### src/rtl/hammu_pkg.sv
// ---------------------------------------------------------------------------
// hammu_pkg
// Shared constants for the Ham_Mu binary-to-BCD conversion path.
//   HAMMU_DATA_W : width of the power unit result (binary input)
//   HAMMU_DIGITS : number of packed BCD digits produced
//   IDLE/SHIFT/DONE : converter state encodings
//   BCD_BLANK    : digit code shown in place of a leading zero when the
//                  HAMMU_BCD_BLANK_EN build option is enabled
// ---------------------------------------------------------------------------
package hammu_pkg;

   localparam int HAMMU_DATA_W = 30;
   localparam int HAMMU_DIGITS = 10;

   localparam logic [1:0] IDLE  = 2'b00;
   localparam logic [1:0] SHIFT = 2'b01;
   localparam logic [1:0] DONE  = 2'b10;

   localparam logic [3:0] BCD_BLANK = 4'hF;

   typedef enum logic [1:0] {
      ST_IDLE  = IDLE,
      ST_SHIFT = SHIFT,
      ST_DONE  = DONE
   } state_t;

endpackage

### src/rtl/hammu_bcd_adj3.sv
// ---------------------------------------------------------------------------
// hammu_bcd_adj3
// Combinational double-dabble correction cell: a BCD digit of 5 or more gets
// 3 added so that the following left shift carries correctly into the next
// decimal digit.
// Ports:
//   digit_in  : 4-bit BCD digit before correction
//   digit_out : 4-bit corrected digit
// ---------------------------------------------------------------------------
module hammu_bcd_adj3 (
   input  logic [3:0] digit_in,
   output logic [3:0] digit_out
);

   always_comb begin
      digit_out = (digit_in >= 4'd5) ? (digit_in + 4'd3) : digit_in;
   end

endmodule

### src/rtl/hammu_bcd_conv.sv
// ---------------------------------------------------------------------------
// hammu_bcd_conv
// Sequential binary-to-BCD converter (shift-and-add-3), one input bit per
// clock, sitting directly behind the Ham_Mu power unit.
// A conversion starts on the rising edge of i_valid, runs DATA_W shift
// cycles, then holds the result in DONE until i_valid goes low.
// Ports:
//   i_clk   : clock, rising edge
//   i_rst_n : asynchronous active-low reset
//   i_valid : level "result ready" from the power unit
//   i_bin   : binary value, captured on the cycle the rise is seen
//   o_busy  : high while shifting
//   o_done  : high while the result in o_bcd is valid
//   o_bcd   : packed BCD, digit 0 (ones) in bits [3:0]
// Build option:
//   HAMMU_BCD_BLANK_EN : when defined, leading-zero digits of the result
//                        (never digit 0) are replaced by BCD_BLANK.
// ---------------------------------------------------------------------------
module hammu_bcd_conv
   import hammu_pkg::*;
#(
   parameter int DATA_W = HAMMU_DATA_W,
   parameter int DIGITS = HAMMU_DIGITS
) (
   input  logic                  i_clk,
   input  logic                  i_rst_n,
   input  logic                  i_valid,
   input  logic [DATA_W-1:0]     i_bin,
   output logic                  o_busy,
   output logic                  o_done,
   output logic [4*DIGITS-1:0]   o_bcd
);

   localparam int BCD_W = 4 * DIGITS;
   localparam int CNT_W = $clog2(DATA_W);

   state_t                    state;
   state_t                    state_nxt;
   logic                      v_q;
   logic                      rise;
   logic [DATA_W-1:0]         shreg;
   logic [BCD_W-1:0]          acc;
   logic [CNT_W-1:0]          cnt;
   logic                      last_shift;
   logic [BCD_W-1:0]          acc_adj;
   logic [BCD_W+DATA_W-1:0]   shifted;
   logic [BCD_W-1:0]          acc_shift;
   logic [DATA_W-1:0]         sh_shift;
   logic [BCD_W-1:0]          bcd_final;

   assign rise       = i_valid & ~v_q;
   assign last_shift = (cnt == CNT_W'(DATA_W - 1));

   // Per-digit add-3 correction ahead of each shift.
   for (genvar d = 0; d < DIGITS; d++) begin : g_adj
      hammu_bcd_adj3 u_adj (
         .digit_in  (acc[4*d +: 4]),
         .digit_out (acc_adj[4*d +: 4])
      );
   end

   // Accumulator and shift register move left together as one long word;
   // the top bit shifted out of the accumulator is always 0 because DIGITS
   // is sized to hold the largest input.
   assign shifted   = {acc_adj, shreg} << 1;
   assign acc_shift = shifted[BCD_W+DATA_W-1:DATA_W];
   assign sh_shift  = shifted[DATA_W-1:0];

`ifdef HAMMU_BCD_BLANK_EN
   // Blank every digit above the most significant nonzero one; digit 0 is
   // always shown so a zero result still reads as "0".
   always_comb begin
      logic seen;
      seen      = 1'b0;
      bcd_final = acc_shift;
      for (int i = DIGITS - 1; i >= 1; i--) begin
         if (!seen && (acc_shift[4*i +: 4] == 4'd0)) begin
            bcd_final[4*i +: 4] = BCD_BLANK;
         end else begin
            seen = 1'b1;
         end
      end
   end
`else
   assign bcd_final = acc_shift;
`endif

   // State register.
   always_ff @(posedge i_clk or negedge i_rst_n) begin
      if (!i_rst_n) begin
         state <= ST_IDLE;
      end else begin
         state <= state_nxt;
      end
   end

   // Next-state and status outputs. Rises seen outside IDLE are ignored.
   always_comb begin
      state_nxt = state;
      o_busy    = 1'b0;
      o_done    = 1'b0;
      case (state)
         ST_IDLE: begin
            if (rise) begin
               state_nxt = ST_SHIFT;
            end
         end
         ST_SHIFT: begin
            o_busy = 1'b1;
            if (last_shift) begin
               state_nxt = ST_DONE;
            end
         end
         ST_DONE: begin
            o_done = 1'b1;
            if (!i_valid) begin
               state_nxt = ST_IDLE;
            end
         end
         default: begin
            state_nxt = ST_IDLE;
         end
      endcase
   end

   // Datapath: edge detect, operand capture, shifting and result register.
   // The result is registered on the last shift so it appears together with
   // the DONE state.
   always_ff @(posedge i_clk or negedge i_rst_n) begin
      if (!i_rst_n) begin
         v_q   <= 1'b0;
         shreg <= '0;
         acc   <= '0;
         cnt   <= '0;
         o_bcd <= '0;
      end else begin
         v_q <= i_valid;
         case (state)
            ST_IDLE: begin
               if (rise) begin
                  shreg <= i_bin;
                  acc   <= '0;
                  cnt   <= '0;
               end
            end
            ST_SHIFT: begin
               acc   <= acc_shift;
               shreg <= sh_shift;
               if (last_shift) begin
                  o_bcd <= bcd_final;
               end else begin
                  cnt <= cnt + 1'b1;
               end
            end
            default: begin
            end
         endcase
      end
   end

endmodule

### config.mk
export PLATFORM = sky130hd
export DESIGN_NAME = hammu_bcd_conv
export DESIGN_NICKNAME = d
export VERILOG_FILES = /design/src/rtl/hammu_pkg.sv /design/src/rtl/hammu_bcd_adj3.sv /design/src/rtl/hammu_bcd_conv.sv
export SDC_FILE = /design/constraint.sdc
export NUM_CORES = 1
export LEC_CHECK = 0
export BUFFER_PORTS_ARGS = -buffer_cell sky130_fd_sc_hd__buf_2
export CAP_MARGIN = 20
export CORE_ASPECT_RATIO = 0.7
export CORE_UTILIZATION = 58
export CTS_BUF_LIST = sky130_fd_sc_hd__clkbuf_16
export CTS_CLUSTER_SIZE = 8
export DETAILED_ROUTE_END_ITERATION = 6
export HOLD_SLACK_MARGIN = 0.15
export PLACE_DENSITY = 0.78
export REMOVE_ABC_BUFFERS = 1
export SYNTH_ARGS = -nofsm -noshare
export SYNTH_HDL_FRONTEND = slang
export SYNTH_SLANG_ARGS = --single-unit
### constraint.sdc
create_clock -name i_clk -period 2.2 [get_ports i_clk]
set_input_delay 0.33 -clock i_clk [delete_from_list [all_inputs] [get_ports i_clk]]
set_output_delay 0.33 -clock i_clk [all_outputs]
set_load 0.02 [all_outputs]
; Yosys cells after proc, flatten, opt, wreduce, memory -nomap -nowiden
; Index checks and enable logic that the tools add are counted.
[word_totals]
register_bits = 118
latchBits = 0
mem_bits_rw = 0
mem_bits_ro = 0
input_bits = 33
output_inout_bits = 42
elab_cells = 65
n_memories = 0
[op_classes]
add_sub_neg = 11
multipliers = 0
div_mod_pow = 0
magnitude_cmp = 10
eq_ne = 7
shifts = 0
muxes = 23
n_bitwise = 2
n_reduce_logical = 6
[ops]
columns = op, count
row1 = $pmux W40 S2, 1
row2 = $pmux W30 S2, 1
row3 = $ge A4 B3 Y1 const B, 10
row4 = $mux W40, 1
row5 = $add A4 B2 Y4 const B, 9
row6 = $mux W4, 9
row7 = $mux W30, 1
row8 = $mux W5, 2
row9 = $pmux W5 S2, 1
row10 = $ne A2 B2 Y1 const B, 4
row11 = $mux W2, 3
row12 = $pmux W2 S3, 1
row13 = $reduce_and A3 Y1, 2
row14 = $add A5 B1 Y5 const B, 1
row15 = $eq A5 B5 Y1 const B, 1
row16 = $reduce_and A2 Y1, 2
row17 = $add A3 B2 Y3 const B, 1
row18 = $mux W3, 1
row19 = $eq A2 B1 Y1 const B, 1
row20 = $eq A2 B2 Y1 const B, 1
row21 = $logic_not A2 Y1, 1
row22 = $mux W1, 2
row23 = $reduce_bool A2 Y1, 1
row24 = $and A1 B1 Y1, 1
row25 = $not A1 Y1, 1

; Longest topological paths before layout
[depth]
ltp_word = 4
depth_mapped = 8
mapped_depth_nobuf = 6

; By module
; Synthesis repeated with hierarchy kept, for this count alone.
[unflattened]
hier_cells = 468
hier_area_um2 = 5751.8
[by_module_without_submodules]
columns = module, instances, cells_per_inst, area_each_um2, seq_area_each_um2
row1 = hammu_bcd_conv, 1, 308, 4738.3, 2952.8
row2 = hammu_bcd_adj3, 10, 16, 101.3, 0.0

; Worst setup path before layout
; No wires, ideal clock.
[synth_path]
path_kind = reg-to-reg
from = register acc[0]
to = register acc[2]
setup_time_ns = 0.083
arrival_ns = 1.455
required_time_ns = 2.117
slack_ns = 0.663
stages_incl_launch_ff = 7
path_buffers = 0
period_less_slack_ns = 1.537
path_cell_list = dfrtp_1 > inv_1 > ha_1 > nand2b_1 > a21oi_1 > mux2_2 > o21ai_0
[synth_between]
elab_chain_len = 3
word_cells_on_any_way = 4
cone_classes = add/sub (1) / order compare (1) / mux (2)
[synth_lines]
columns = element, line_no
row1 = start: declaration, hammu_bcd_conv.sv:42  ; logic [BCD_W-1:0] acc;
row2 = start signal: assignment, hammu_bcd_conv.sv:147  ; acc <= acc_shift;
row3 = $add A4 B2 Y4 or $ge A4 B3 Y1 (tied branches), hammu_bcd_adj3.sv:16  ; digit_out = (digit_in >= 4'd5) ? (digit_in + 4'd3) : digit_in;
row4 = $mux W4 (*), hammu_bcd_adj3.sv:16
row5 = $pmux W40 S2 (*), hammu_bcd_conv.sv:138  ; case (state)
; Mark *: on every way between the ends. The rest lies on a longest branch, timed or not.
; A chain may end at the register's enable or synchronous reset.

; Final worst setup path
[layout_path]
from = register state[1]
to = output port o_busy
[layout_between]
elab_chain_len = 2
[layout_lines]
columns = element, line_no
row1 = start: declaration, hammu_bcd_conv.sv:37  ; state_t state;
row2 = start signal: assignment, hammu_bcd_conv.sv:93  ; state <= state_nxt;
row3 = $eq A2 B1 Y1, hammu_bcd_conv.sv:102  ; case (state)
row4 = $mux W1, hammu_bcd_conv.sv:102
row5 = end: declaration, hammu_bcd_conv.sv:29  ; output logic o_busy,
; No other way between the ends.

==> impl_metrics.py <==
metrics = {
    "floorplan": {
        "dieArea_um2": 10290,
        "num_rows": 29,
        "ios": 75,
        "die_h_um": 85.17,
        "initial_core_util": 0.6145,
        "die_w_um": 120.8,
        "core-area_um2": 9325,
    },
    "cts": {
        "clk_pin_slew_worst_paths_ns": 0.05,
        "clkSinkCount": 118,
        "cts_buffers": 17,
        "htreeDepth": 4,
        "clock_path_buffers": 2,
        "worstSkewPairLatency_ns": 0.40,
        "root_buffer": "clkbuf_16",
        "cts_tree": "done",
    },
    "timing": {
        "slew_headroom": 0.6762,
        "finalClockSkew_ns": 0.006979,
        "whs_ns": 0.1774,
        "maxSlewViolCount": 0,
        "min_period_ns": 1.973,
        "setup_viol": 0,
        "rsz0062_at_grt": "false",
        "period_share": 0.8969,
        "finalHoldViolations": 0,
        "worst_slack_ns": 0.2269,
        "clock.fmax_mhz": 506.8,
        "worst_pin_slew_ns": 0.4857,
    },
    "cells_and_area": {
        "drive_gt1_frac": 0.2461,
        "syn_to_final_growth_pct": 16.86,
        "fillCellCount": 696,
        "fin_util": 0.7181,
        "nets": 678,
        "antenna_cells": 0,
    },
    "synth": {
        "synthesis.area_um2": 5730,
        "yosysWarnings": 0,
        "ys_seq_area_frac": 0.5153,
        "async_reset_ff_frac": 1.000,
        "synth_edf_count": 0,
        "avgSynthCellArea_um2": 10.53,
        "synth_cell_types": 41,
        "ys_seq_elements": 118,
        "netlist_instances": 544,
        "synth_flop_cell": "dfrtp_1",
    },
    "power": {
        "internal_power_mw": 6.391,
        "switching_share": 0.3964,
        "p_switching_mw": 4.198,
        "finalPower_mw": 10.59,
        "power_frac_clock": 0.215,
        "ir_drop_mv": 0.7928,
        "pwr-share-comb": 0.419,
        "p_per_area_nw_per_um2": 1581,
        "p_seq_frac": 0.366,
        "p_leak_nw": 3.262,
    },
    "global_routing": {
        "grtUsageTotal": 0.2669,
        "grt-ovfl-total": 0,
        "grt_pass1_wl_um": 21100,
        "antenna_found_initial": 0,
        "grt_max_degree": 49,
        "grt_pass1_vias": 4391,
    },
    "place": {
        "portBuffers": 74,
        "post-place-ws_ns": 0.3597,
        "gp_congestion": 0.8129,
        "dp_hpwl_um": 8070,
    },
    "setup_path": {
        "endpoint_kind": "output pin",
        "critical_path_class": "reg2out",
        "cp_data_required_time_ns": 1.87,
        "cp_max_fo": 14,
        "cp-start-kind": "register",
        "crit_arrival_ns": 1.64,
    },
    "route": {
        "drc_errors": 0,
        "routedWlPerCell_um": 16.31,
        "num_vias": 4381,
        "post_drt_via_cell_ratio": 5.780,
        "wirelength_um": 12360,
        "ant_nets": 0,
        "drtPass1Iterations": 5,
        "drt_iter0_drc": 377,
    },
    "job": {
        "maxCapViolCount": 0,
    },
    "worst_hold_path": {
        "hp-class": "in2reg",
    },
    "run_status": {
        "status": "complete, no violations",
    },
}
==> synth_stat cells (all sizes together), types with 2 or more instances <==
master,instances,area (um^2)
a21oi,32,171.4
a22o,15,131.4
a31oi,29,181.4
a32o,10,100.1
buf,19,142.6
clkbuf,10,57.56
dfrtp,118,2953
ha,22,275.3
inv,24,90.09
mux2,17,221.5
mux2i,7,70.07
nand2,93,349.1
nand2b,12,82.58
nand3,3,15.01
nand4,2,27.53
nor2,31,135.1
nor3,2,10.01
nor3b,19,142.6
o21ai,39,281.5
o22ai,13,81.33
o31ai,11,82.58
xnor2,10,87.58
==> critical path: stages, from the launching register on <==
cell      delay (ns)
dfrtp_1         0.45
nand2b_4        0.27
inv_2           0.28
buf_2           0.23
==> power groups by stage <==
stage	clock, mW	combinational (mW)	sequential (mW)
4_1_cts	2.30	4.46	3.86
6_report	2.27	4.44	3.88
2_1_floorplan	0	2.97	4.01
3_5_place_dp	0	4.39	3.88
5_1_grt	2.41	4.93	4.00
3_3_place_gp	0	4.15	3.81
==> path summary, 6_finish.rpt <==
path	endpoint	start	cells after the start	slack [ns]
setup / recovery	o_busy	state[1]	3	0.23
max in group asynchronous	shreg[6]	i_rst_n	3	1.08
hold / removal	shreg[15]	i_bin[15]	3	0.18
hold reg to reg	o_bcd[11]	o_bcd[11]	2	0.47
min in group asynchronous	acc[23]	i_rst_n	2	0.44
setup reg to reg	o_bcd[15]	cnt[1]	7	0.35
==> placed cells by master, fill, tap and decap left out, types with 14 or more instances in the layout <==
master     count
a21oi_1       31
a22o_1        15
a31oi_1       29
buf_2         73
clkbuf_16     17
dfrtp_1      118
ha_1          22
inv_1         27
nand2_1       93
nor2_1        29
nor3b_1       19
o21ai_0       14
o21ai_2       23
==> cell type report <==
cell class / count / area (um^2) / share of cell area
Tap cell: 124 / 155.1 / 0.02317
Sequential cell: 118 / 2953 / 0.4410
Multi-Input combinational cell: 373 / 2487 / 0.3715
Clock buffer: 17 / 425.4 / 0.06353
Timing Repair Buffer: 89 / 530.5 / 0.07922
Clock inverter: 13 / 55.05 / 0.008221
Inverter: 24 / 90.09 / 0.01345
==> metal layers <==
| layer | track usage | vias to the layer above | part of all wire |
|---|---|---|---|
| li1 | - | 2088 | - |
| met1 | 0.3523 | 2160 | 0.45 |
| met2 | 0.4383 | 123 | 0.49 |
| met3 | 0.07594 | 10 | 0.050 |
| met4 | 0.06734 | 0 | 0.0061 |
| met5 | 0 | - | 0 |
==> through the flow <==
stage / cell area (um^2) / cells / setup TNS [ns]
3_3_place_gp: 6186 / 725 / 0
3_5_place_dp: 6186 / 725 / 0
6_report: 6696 / 758 / 0
2_1_floorplan: 5530 / 515 / -9.284
4_1_cts: 6696 / 758 / 0
5_1_grt: 6696 / 758 / 0
==> registers in the layout, indices dropped and copies added (netlist names) <==
register	count
state	2
acc	40
cnt	5
o_bcd	40
v_q	1
shreg	30
==> cell families after synthesis <==
family / Yosys count / share of synthesized area
AND/OR/NAND/NOR: 165 / 0.1362
AO/OA/AOI/OAI: 152 / 0.1836
buffers and inverters: 53 / 0.05066
adder cells (fa/ha/maj): 22 / 0.04803
flip-flops: 118 / 0.5153
multiplexers: 24 / 0.05088
XOR/XNOR: 10 / 0.01528
==> timing repair <==
| action | 4_1_cts | 5_1_grt |
|---|---|---|
| hold endpoints to repair | 36 | 0 |
| resized for setup | 0 | 0 |
| hold buffers | 3 | 0 |
| setup buffers | 0 | 0 |
Power figures use the tool's default switching activity.
